## src/rtl/bus_cmd_pkg.sv

```systemverilog
// Shared types and constants for the host-command register-bus initiator.
// Covers FSM states, response status codes and the command header layout.
package bus_cmd_pkg;

   typedef enum logic [2:0] {
      IDLE, ADDR_LO, ADDR_HI, WDATA, BUS, RDATA, STATUS, DRAIN
   } state_t;

   localparam logic [7:0] ST_OK      = 8'h00;
   localparam logic [7:0] ST_TIMEOUT = 8'hFE;
   localparam logic [7:0] ST_BADHDR  = 8'hFF;

   localparam int HDR_WE     = 7;
   localparam int HDR_RSV_HI = 6;
   localparam int HDR_RSV_LO = 4;
   localparam int HDR_CNT_HI = 3;
   localparam int HDR_CNT_LO = 0;

   function automatic logic hdr_ok(input logic [7:0] hdr);
      return hdr[HDR_RSV_HI:HDR_RSV_LO] == 3'b000;
   endfunction

endpackage

```

## src/rtl/bus_cmd_word_shift.sv

```systemverilog
// 32-bit word register with a byte index: rx bytes load LSB first,
// bus read data loads in parallel, tx bytes unload LSB first.
module bus_cmd_word_shift (
   input  logic        clk_48,
   input  logic        rst_n,
   input  logic        clr,
   input  logic        byte_load,
   input  logic [7:0]  byte_in,
   input  logic        word_load,
   input  logic [31:0] word_in,
   input  logic        unload,
   output logic [31:0] word,
   output logic [7:0]  byte_out,
   output logic [1:0]  idx
);

   logic [31:0] word_q;
   logic [1:0]  idx_q;

   // NOTE: sequential state uses non-blocking assignments so every register
   // samples pre-edge values regardless of statement order.
   always_ff @(posedge clk_48 or negedge rst_n) begin
      if (!rst_n) begin
         word_q <= '0;
         idx_q  <= '0;
      end else if (word_load) begin
         word_q <= word_in;
         idx_q  <= '0;
      end else if (clr) begin
         idx_q <= '0;
      end else if (byte_load) begin
         word_q[{idx_q, 3'b000} +: 8] <= byte_in;
         idx_q <= idx_q + 2'd1;
      end else if (unload) begin
         idx_q <= idx_q + 2'd1;
      end
   end

   assign word     = word_q;
   assign idx      = idx_q;
   assign byte_out = word_q[{idx_q, 3'b000} +: 8];

endmodule

```

## src/rtl/bus_cmd_master.sv

```systemverilog
// Parses host command packets from a byte stream and turns them into single
// or burst accesses on the avalid/aready register bus, returning data/status.
module bus_cmd_master
   import bus_cmd_pkg::*;
#(
   parameter int TIMEOUT = 1024
) (
   input  logic        clk_48,
   input  logic        rst_n,
   input  logic [7:0]  rx_data,
   input  logic        rx_valid,
   output logic        rx_ready,
   output logic [7:0]  tx_data,
   output logic        tx_valid,
   input  logic        tx_ready,
   output logic        avalid,
   input  logic        aready,
   output logic        awe,
   output logic [13:0] aaddr,
   output logic [31:0] adata,
   input  logic        bvalid,
   input  logic [31:0] bdata,
   output logic        busy
);

   localparam int TW = $clog2(TIMEOUT + 1);
   localparam logic [TW-1:0] TMO_LAST = TW'(TIMEOUT - 1);

   state_t         state, state_nx;
   logic           we_q;
   logic [3:0]     rem;
   logic [5:0]     drain_left;
   logic [7:0]     status_q;
   logic [TW-1:0]  tmo_cnt;
   logic           rx_fire, tx_fire, bus_done, tmo_hit, more;
   logic [1:0]     idx;
   logic [7:0]     sh_byte;
   logic [31:0]    sh_word;

   assign rx_ready = state inside {IDLE, ADDR_LO, ADDR_HI, WDATA, DRAIN};
   assign tx_valid = (state == RDATA) || (state == STATUS);
   assign busy     = state != IDLE;
   assign rx_fire  = rx_valid && rx_ready;
   assign tx_fire  = tx_valid && tx_ready;
   assign bus_done = (state == BUS) && avalid && aready;
   // Abort on the cycle that would make TIMEOUT stalled cycles.
   assign tmo_hit  = (state == BUS) && avalid && !aready && (tmo_cnt == TMO_LAST);
   assign more     = rem != 4'd0;
   assign awe      = avalid && we_q;
   assign adata    = sh_word;
   assign tx_data  = (state == STATUS) ? status_q :
                     (state == RDATA)  ? sh_byte  : 8'h00;

   bus_cmd_word_shift u_shift (
      .clk_48    (clk_48),
      .rst_n     (rst_n),
      .clr       (state == IDLE),
      .byte_load (rx_fire && (state == WDATA)),
      .byte_in   (rx_data),
      .word_load (bus_done && !we_q && bvalid),
      .word_in   (bdata),
      .unload    (tx_fire && (state == RDATA)),
      .word      (sh_word),
      .byte_out  (sh_byte),
      .idx       (idx)
   );

   always_ff @(posedge clk_48 or negedge rst_n) begin
      if (!rst_n) state <= IDLE;
      else        state <= state_nx;
   end

   // NOTE: state_nx gets a default before the case so no path infers a latch.
   always_comb begin
      state_nx = state;
      case (state)
         IDLE:    if (rx_fire) state_nx = hdr_ok(rx_data) ? ADDR_LO : STATUS;
         ADDR_LO: if (rx_fire) state_nx = ADDR_HI;
         ADDR_HI: if (rx_fire) state_nx = we_q ? WDATA : BUS;
         WDATA:   if (rx_fire && idx == 2'd3) state_nx = BUS;
         BUS: begin
            if (bus_done)     state_nx = !we_q ? RDATA : (more ? WDATA : STATUS);
            else if (tmo_hit) state_nx = (we_q && more) ? DRAIN : STATUS;
         end
         RDATA:   if (tx_fire && idx == 2'd3) state_nx = more ? BUS : IDLE;
         STATUS:  if (tx_fire) state_nx = IDLE;
         DRAIN:   if (rx_fire && drain_left == 6'd1) state_nx = STATUS;
         default: state_nx = IDLE;
      endcase
   end

   always_ff @(posedge clk_48 or negedge rst_n) begin
      if (!rst_n) begin
         we_q       <= 1'b0;
         rem        <= '0;
         drain_left <= '0;
         status_q   <= ST_OK;
         tmo_cnt    <= '0;
         avalid     <= 1'b0;
         aaddr      <= '0;
      end else begin
         if (state != BUS)
            tmo_cnt <= '0;
         else if (avalid && !aready)
            tmo_cnt <= tmo_cnt + TW'(1);

         case (state)
            IDLE: if (rx_fire) begin
               we_q     <= rx_data[HDR_WE];
               rem      <= rx_data[HDR_CNT_HI:HDR_CNT_LO];
               status_q <= hdr_ok(rx_data) ? ST_OK : ST_BADHDR;
            end
            ADDR_LO: if (rx_fire) aaddr[5:0]  <= rx_data[7:2];
            ADDR_HI: if (rx_fire) aaddr[13:6] <= rx_data;
            BUS: begin
               if (bus_done) begin
                  avalid <= 1'b0;
                  aaddr  <= aaddr + 14'd1;
                  if (we_q && more) rem <= rem - 4'd1;
               end else if (tmo_hit) begin
                  avalid     <= 1'b0;
                  status_q   <= ST_TIMEOUT;
                  drain_left <= {rem, 2'b00};
               end else begin
                  avalid <= 1'b1;
               end
            end
            RDATA: if (tx_fire && idx == 2'd3 && more) rem <= rem - 4'd1;
            DRAIN: if (rx_fire) drain_left <= drain_left - 6'd1;
            default: ;
         endcase
      end
   end

endmodule

```

## config.mk

```make
export PLATFORM = sky130hd
export DESIGN_NAME = bus_cmd_master
export DESIGN_NICKNAME = d
export VERILOG_FILES = /design/src/rtl/bus_cmd_pkg.sv /design/src/rtl/bus_cmd_word_shift.sv /design/src/rtl/bus_cmd_master.sv
export SDC_FILE = /design/constraint.sdc
export NUM_CORES = 1
export LEC_CHECK = 0
export CAP_MARGIN = 0
export CORE_MARGIN = 5
export CORE_UTILIZATION = 50
export DETAILED_ROUTE_END_ITERATION = 8
export GPL_TIMING_DRIVEN = 0
export PLACE_DENSITY = 0.86
export SYNTH_ARGS = -nofsm -noshare
export SYNTH_HDL_FRONTEND = slang
export SYNTH_SLANG_ARGS = --single-unit
```

## constraint.sdc

```tcl
create_clock -name clk_48 -period 6.6 [get_ports clk_48]
set_input_delay 1.98 -clock clk_48 [delete_from_list [all_inputs] [get_ports clk_48]]
set_output_delay 1.98 -clock clk_48 [all_outputs]
set_load 0.03 [all_outputs]
```

==> results.toml, run 1 <==
[outcome]
status = "finished, final reports clean"

[synth]
synth_edf_count = 0
yosys.area_share.adder = 0.0272
yosys.area_share.simple = 0.211
synth_commonest_cells = "76 x dfrtp_1, 69 x nand2_1, 40 x o21ai_0"
syn-instance-count = 512
yosysMostFrequentCell = "dfrtp_1"
syn_nets = 568
synthMuxAreaShare = 0.0529
ys_warn_count = 0
ys_ff_latch = 76
synth-xor-area-share = 0.0191
synth.avg_cell_area_sq_um = 8.97
synth_top_cell_area_share = 0.414
post_synth_num_cell_types = 67
synth_compound_area_frac = 0.223
synthesis.area_sq_um = 4590
synth_area_leaders = "dfrtp_1 41%, nand2_1 5.6%, o21ai_0 4.4%"
seq_area_frac_synth = 0.414
synth_top_family_by_area = "compound AO/OA/AOI/OAI gates"
synth-main-ff-cell = "dfrtp_1"
synth_top_cell_by_area = "dfrtp_1"
async_reset_ff_frac = 1.00

[hold_path]
hold_path_class = "reg -> reg"
holdPathStages = 2

[die]
die_area_sq_um = 11200
start_util = 0.504
coreArea_sq_um = 9110
dieHeight_um = 106
rows = 35
die_w_um = 106
boundaryPins = 105

[layout]
area_delta_synth_final_pct = 30.6
diodes = 0
final_cell_area_sq_um = 6000
drive_gt1_frac = 0.0823
fin_nets = 683
multi_input_area_sq_um = 2450
regArea_sq_um = 1900
fill_cells = 717

[pwr]
p_per_area_nw_per_um2 = 472
switching_power_uw = 1340
combPwrFrac = 0.577
clkPwrFrac = 0.133
intPower_uw = 1490
p_seq_frac = 0.291
switching_share = 0.472
leakagePower_uw = 0.00248
vdd_drop_max_uv = 304

[setup_path]
worstReg2RegStart = "u_shift.idx[1]"
worst_ep_arrival_time_ps = 2870
crit_type = "reg -> out"
cp_num_cells = 7
worstSetupEndpointType = "output port"
r2r-end = "u_shift.word[29]"
required_ps = 4620
path_cells = "buf_2 -> clkbuf_1 -> clkbuf_1 -> nor2_1 -> nand2_1 -> a21boi_0 -> clkdlybuf4s50_1"
r2r_setup_slack_ps = 3700
crit_start = "state[0]"
worst-r2r-cell-count = 7
critPathTopFamily = "buffers and inverters"
crit_end = "tx_data[2]"
slowest_stage = "clkdlybuf4s50_1"
path_buf_inv = 4
cp-start-kind = "flop"
crit_path_frequent_cell = "clkbuf_1"
cp_slowest_stage_delay_ps = 720
crit_path_max_fanout = 10

[placement]
gp_congestion = 0.936
placed_area_sq_um = 5790
dp_hpwl_um = 10600
io_buffer_count = 103

[grt]
antenna_found_initial = 0
grt_pass1_wl_um = 23100
track_usage = 0.256
first_global_vias = 4515
grt_overflow = 0
grt_max_degree = 72

[flow_run]
cap_violations = 0

[clocking]
cts-root-buf = "clkbuf_8"
cts_tree = "built"
hold_buffers = 0
worstSkewPairLatency_ps = 360
h-tree-depth = 3
postCtsResizedCells = 0
clk_pin_slew_worst_paths_ps = 80
numCtsBuffers = 9
cts_setup_buffers = 0
cts.path.max_buffers = 2
numClockSinks = 76

[sta]
setup_viol = 0
period_minus_slack_ps = 4850
setup_tns_ps = 0
finalHoldViolations = 0
fin_crit_sh = 0.734
skew_ps = 6.56
drv_slew = 0
worst_pin_slew_ps = 1020
relSlewSlack = 0.313
rsz0062_at_grt = "no"
fmax_mhz = 206

[drt]
drtPass1Iterations = 8
routed_wl_um = 14300
drc_errors = 0
vias = 4611
via_per_inst = 6.21
drt_iter0_markers = 479
wl_per_cell_um = 19.3
ant_nets = 0
## per-stage QoR
| step | hold slack [ps] | utilization | std cells | power [uW] | worst slack, ps |
|---|---|---|---|---|---|
| 3_5_place_dp | 502 | 0.635 | 727 | 2440 | 2180 |
| 6_report | 525 | 0.658 | 743 | 2830 | 1750 |
| 5_1_grt | 568 | 0.658 | 743 | 3010 | 1550 |
| 3_3_place_gp | 491 | 0.633 | 726 | 2390 | 937 |
| 2_1_floorplan | 469 | - | 512 | 1840 | 2710 |
| 4_1_cts | 519 | 0.658 | 743 | 2820 | 1780 |
## power groups by stage
stage          clock network [uW]  registers, uW  logic, uW
6_report                      375            824       1630
5_1_grt                       401            846       1760
3_5_place_dp                    0            821       1620
2_1_floorplan                   0           1000        837
4_1_cts                       379            815       1630
3_3_place_gp                    0            814       1580
## state kept, by name, indices dropped and copies added, names as in the netlist
name	count
state	3
avalid	1
aaddr	14
u_shift.idx	2
status_q	2
rem	4
we_q	1
drain_left	6
tmo_cnt	11
u_shift.word	32
## worst register-to-register path: cells and delay by family (launching register included)
kind	cells	cell delay [ps]
buffers and inverters	2	620
adder cells (fa/ha/maj)	1	390
AO/OA/AOI/OAI	2	240
AND/OR/NAND/NOR	2	1150
flip-flops	1	420
## routing by layer
| metal | vias up | routed length [um] | global-route usage |
|---|---|---|---|
| met5 | - | 0 | 0 |
| met4 | 0 | 460 | 0.0842 |
| met3 | 42 | 1340 | 0.0582 |
| met2 | 239 | 6740 | 0.414 |
| met1 | 2223 | 5800 | 0.340 |
| li1 | 2107 | - | - |
## area by class of cell
type | instances | area share
Sequential cell | 76 | 0.317
Inverter | 21 | 0.0131
Clock inverter | 6 | 0.0121
Buffer | 32 | 0.0265
Multi-Input combinational cell | 383 | 0.409
Timing Repair Buffer | 104 | 0.176
Clock buffer | 10 | 0.0230
Tap cell | 111 | 0.0232
## how the worst min path moves through the flow
stage	start	endpoint	slack [ps]
2_1_floorplan	status_q[0]	status_q[0]	470
3_3_place_gp	u_shift.word[13]	u_shift.word[13]	490
3_5_place_dp	aaddr[10]	aaddr[10]	500
4_1_cts	status_q[0]	status_q[0]	520
5_1_grt	aaddr[10]	aaddr[10]	570
6_report	drain_left[1]	drain_left[1]	530
## kinds of logic (layout without fill, tap and decap cells)
family                   count (synthesis)  count (layout)
flip-flops                              76              76
AND/OR/NAND/NOR                        192             192
XOR/XNOR                                10              10
AO/OA/AOI/OAI                          157             157
buffers and inverters                   53             173
multiplexers                            14              14
adder cells (fa/ha/maj)                 10              10
## placed cells by master (no fill, tap or decap), types with 3 or more instances in the layout
| cell type | instances |
|---|---|
| a21oi_1 | 34 |
| nand3_1 | 16 |
| a2bb2oi_1 | 3 |
| nand2_1 | 69 |
| o22ai_1 | 5 |
| a22oi_1 | 17 |
| and3_1 | 13 |
| o21ai_0 | 40 |
| o22a_1 | 4 |
| a222oi_1 | 9 |
| nand3b_1 | 4 |
| mux2i_1 | 4 |
| or3_1 | 5 |
| buf_6 | 3 |
| clkbuf_1 | 18 |
| ha_1 | 10 |
| buf_2 | 7 |
| nor2_1 | 37 |
| xor2_1 | 8 |
| clkdlybuf4s50_1 | 102 |
| a21boi_0 | 8 |
| inv_1 | 21 |
| mux4_2 | 8 |
| nor3_1 | 11 |
| o21ai_1 | 8 |
| clkbuf_8 | 10 |
| a31oi_1 | 7 |
| dfrtp_1 | 76 |
| nand4_1 | 8 |
| clkinv_4 | 3 |
| nor2b_1 | 4 |
| buf_4 | 3 |
Power figures use the tool's default switching activity.
==> run 2, diff against run 1 <==
==> constraint.sdc (replaced) <==
create_clock -name clk_48 -period 4.58 [get_ports clk_48]
set_input_delay 1.374 -clock clk_48 [delete_from_list [all_inputs] [get_ports clk_48]]
set_output_delay 1.374 -clock clk_48 [all_outputs]
set_load 0.03 [all_outputs]
==> results of run 2 <==
Same layout as run 1 (identical final DEF). Status: finished, final reports clean.
Among the figures that moved: setup slack after placement 2180 ps -> 763 ps; setup slack after layout 1750 ps -> 339 ps; register-to-register setup slack 3700 ps -> 1680 ps; total power 2830 uW -> 4080 uW; worst IR drop on VDD 304 uV -> 438 uV
==> run 3, diff against run 2 <==
--- a/config.mk
+++ b/config.mk
@@ -9,6 +9,7 @@
 export CORE_MARGIN = 5
 export CORE_UTILIZATION = 50
 export DETAILED_ROUTE_END_ITERATION = 8
+export GPL_ROUTABILITY_DRIVEN = 0
 export GPL_TIMING_DRIVEN = 0
 export PLACE_DENSITY = 0.86
 export SYNTH_ARGS = -nofsm -noshare
==> results.toml, run 3 (synthesis results as in run 1) <==
[hold_path]
min_from = "u_shift.word[5]"
hold_path_class = "reg -> reg"
holdPathStages = 2

[grt]
track_usage = 0.255
grt_overflow = 0
grt_pass1_wl_um = 22900
antenna_found_initial = 0
grt_max_degree = 72
first_global_vias = 4624

[clocking]
cts_setup_buffers = 0
numClockSinks = 76
h-tree-depth = 3
cts.path.max_buffers = 2
cts-root-buf = "clkbuf_8"
postCtsResizedCells = 0
hold_buffers = 0
cts_tree = "built"
clk_pin_slew_worst_paths_ps = 80
numCtsBuffers = 9
worstSkewPairLatency_ps = 360

[layout]
final_cell_mix = "102 x clkdlybuf4s50_1, 76 x dfrtp_1, 69 x nand2_1"
diodes = 0
finish.utilization = 0.656
final_common_cell = "clkdlybuf4s50_1"
fin_cells = 743
largest_reg_flops = 32
drive_gt1_frac = 0.0807
final_cell_area_sq_um = 5980
area_delta_synth_final_pct = 30.2
fin_nets = 683

[pwr]
clkPwrFrac = 0.127
switching_share = 0.475
leakagePower_uw = 0.00247
switching_power_uw = 1930
combPwrFrac = 0.580
vdd_drop_max_uv = 398
intPower_uw = 2140
p_per_area_nw_per_um2 = 680
p_seq_frac = 0.293

[drt]
drtPass1Iterations = 9
drc_errors = 0
wl_per_cell_um = 19.3
drt_iter0_markers = 435
vias = 4679
routed_wl_um = 14300
via_per_inst = 6.30
ant_nets = 0

[sta]
setup_viol = 0
worst_pin_slew_ps = 1040
relSlewSlack = 0.297
fin_crit_sh = 0.940
skew_ps = 7.32
finalHoldViolations = 0
period_minus_slack_ps = 4300
fmax_mhz = 232
drv_slew = 0
rsz0062_at_grt = "no"

[setup_path]
required_ps = 3210
worstReg2RegStart = "u_shift.idx[1]"
worstSetupEndpointType = "output port"
cp-start-kind = "flop"
worst_ep_arrival_time_ps = 2930
crit_start = "state[0]"
crit_path_max_fanout = 10
crit_type = "reg -> out"
worst-r2r-cell-count = 7

[die]
rows = 35
boundaryPins = 105
start_util = 0.504
die_w_um = 106
dieHeight_um = 106
die_area_sq_um = 11200
coreArea_sq_um = 9110

[flow_run]
cap_violations = 0

[placement]
placed_area_sq_um = 5790
dp_hpwl_um = 10600
dp.cells = 727
io_buffer_count = 103

[outcome]
status = "finished, final reports clean"
==> run 3: power by group through the flow <==
stage | registers, uW | clock network [uW] | logic, uW
2_1_floorplan | 1440 | 0 | 1210
3_3_place_gp | 1170 | 0 | 2260
3_5_place_dp | 1190 | 0 | 2330
4_1_cts | 1180 | 521 | 2340
5_1_grt | 1230 | 557 | 2520
6_report | 1190 | 517 | 2360
==> run 3: layer usage <==
layer / share of wire / global-route usage / routed length (um) / vias up
met4: 0.030 / 0.0860 / 428 / 0
met1: 0.40 / 0.324 / 5670 / 2246
met2: 0.48 / 0.416 / 6830 / 275
met3: 0.097 / 0.0741 / 1390 / 46
li1: - / - / - / 2112
met5: 0 / 0 / 0 / -
==> run 3: final cells by class <==
cell class | instances | area, sq um
tap | 111 | 139
multi-input combinational | 383 | 2450
clock inverter | 6 | 65.1
fill | 765 | 3130
timing repair buffer | 104 | 1060
sequential | 76 | 1900
inverter | 21 | 78.8
buffer | 32 | 159
clock buffer | 10 | 128
==> run 3: worst max-delay path, cell delays in order, from the launching register on <==
cell	delay (ps)
dfrtp_1	380
buf_2	180
clkbuf_1	220
clkbuf_1	280
nor2_1	270
nand2_1	210
a21boi_0	300
clkdlybuf4s50_1	730
==> run 3: worst paths after layout <==
check                      slack, ps          endpoint
setup / recovery                 280        tx_data[3]
hold / removal                   530   u_shift.word[5]
setup reg to reg                1650  u_shift.word[31]
hold reg to reg                  530   u_shift.word[5]
max in group asynchronous       3220        tmo_cnt[4]
min in group asynchronous        810   u_shift.word[7]
==> run 3: per-stage QoR <==
step	setup WS, ps	hold slack (ps)	TNS [ps]	total power (uW)
after floorplan	1300	469	0	2650
after global placement	-474	492	-35580	3440
after detailed placement	742	505	0	3520
after CTS	323	523	0	4040
after global routing	95.3	552	0	4310
final	275	528	0	4060
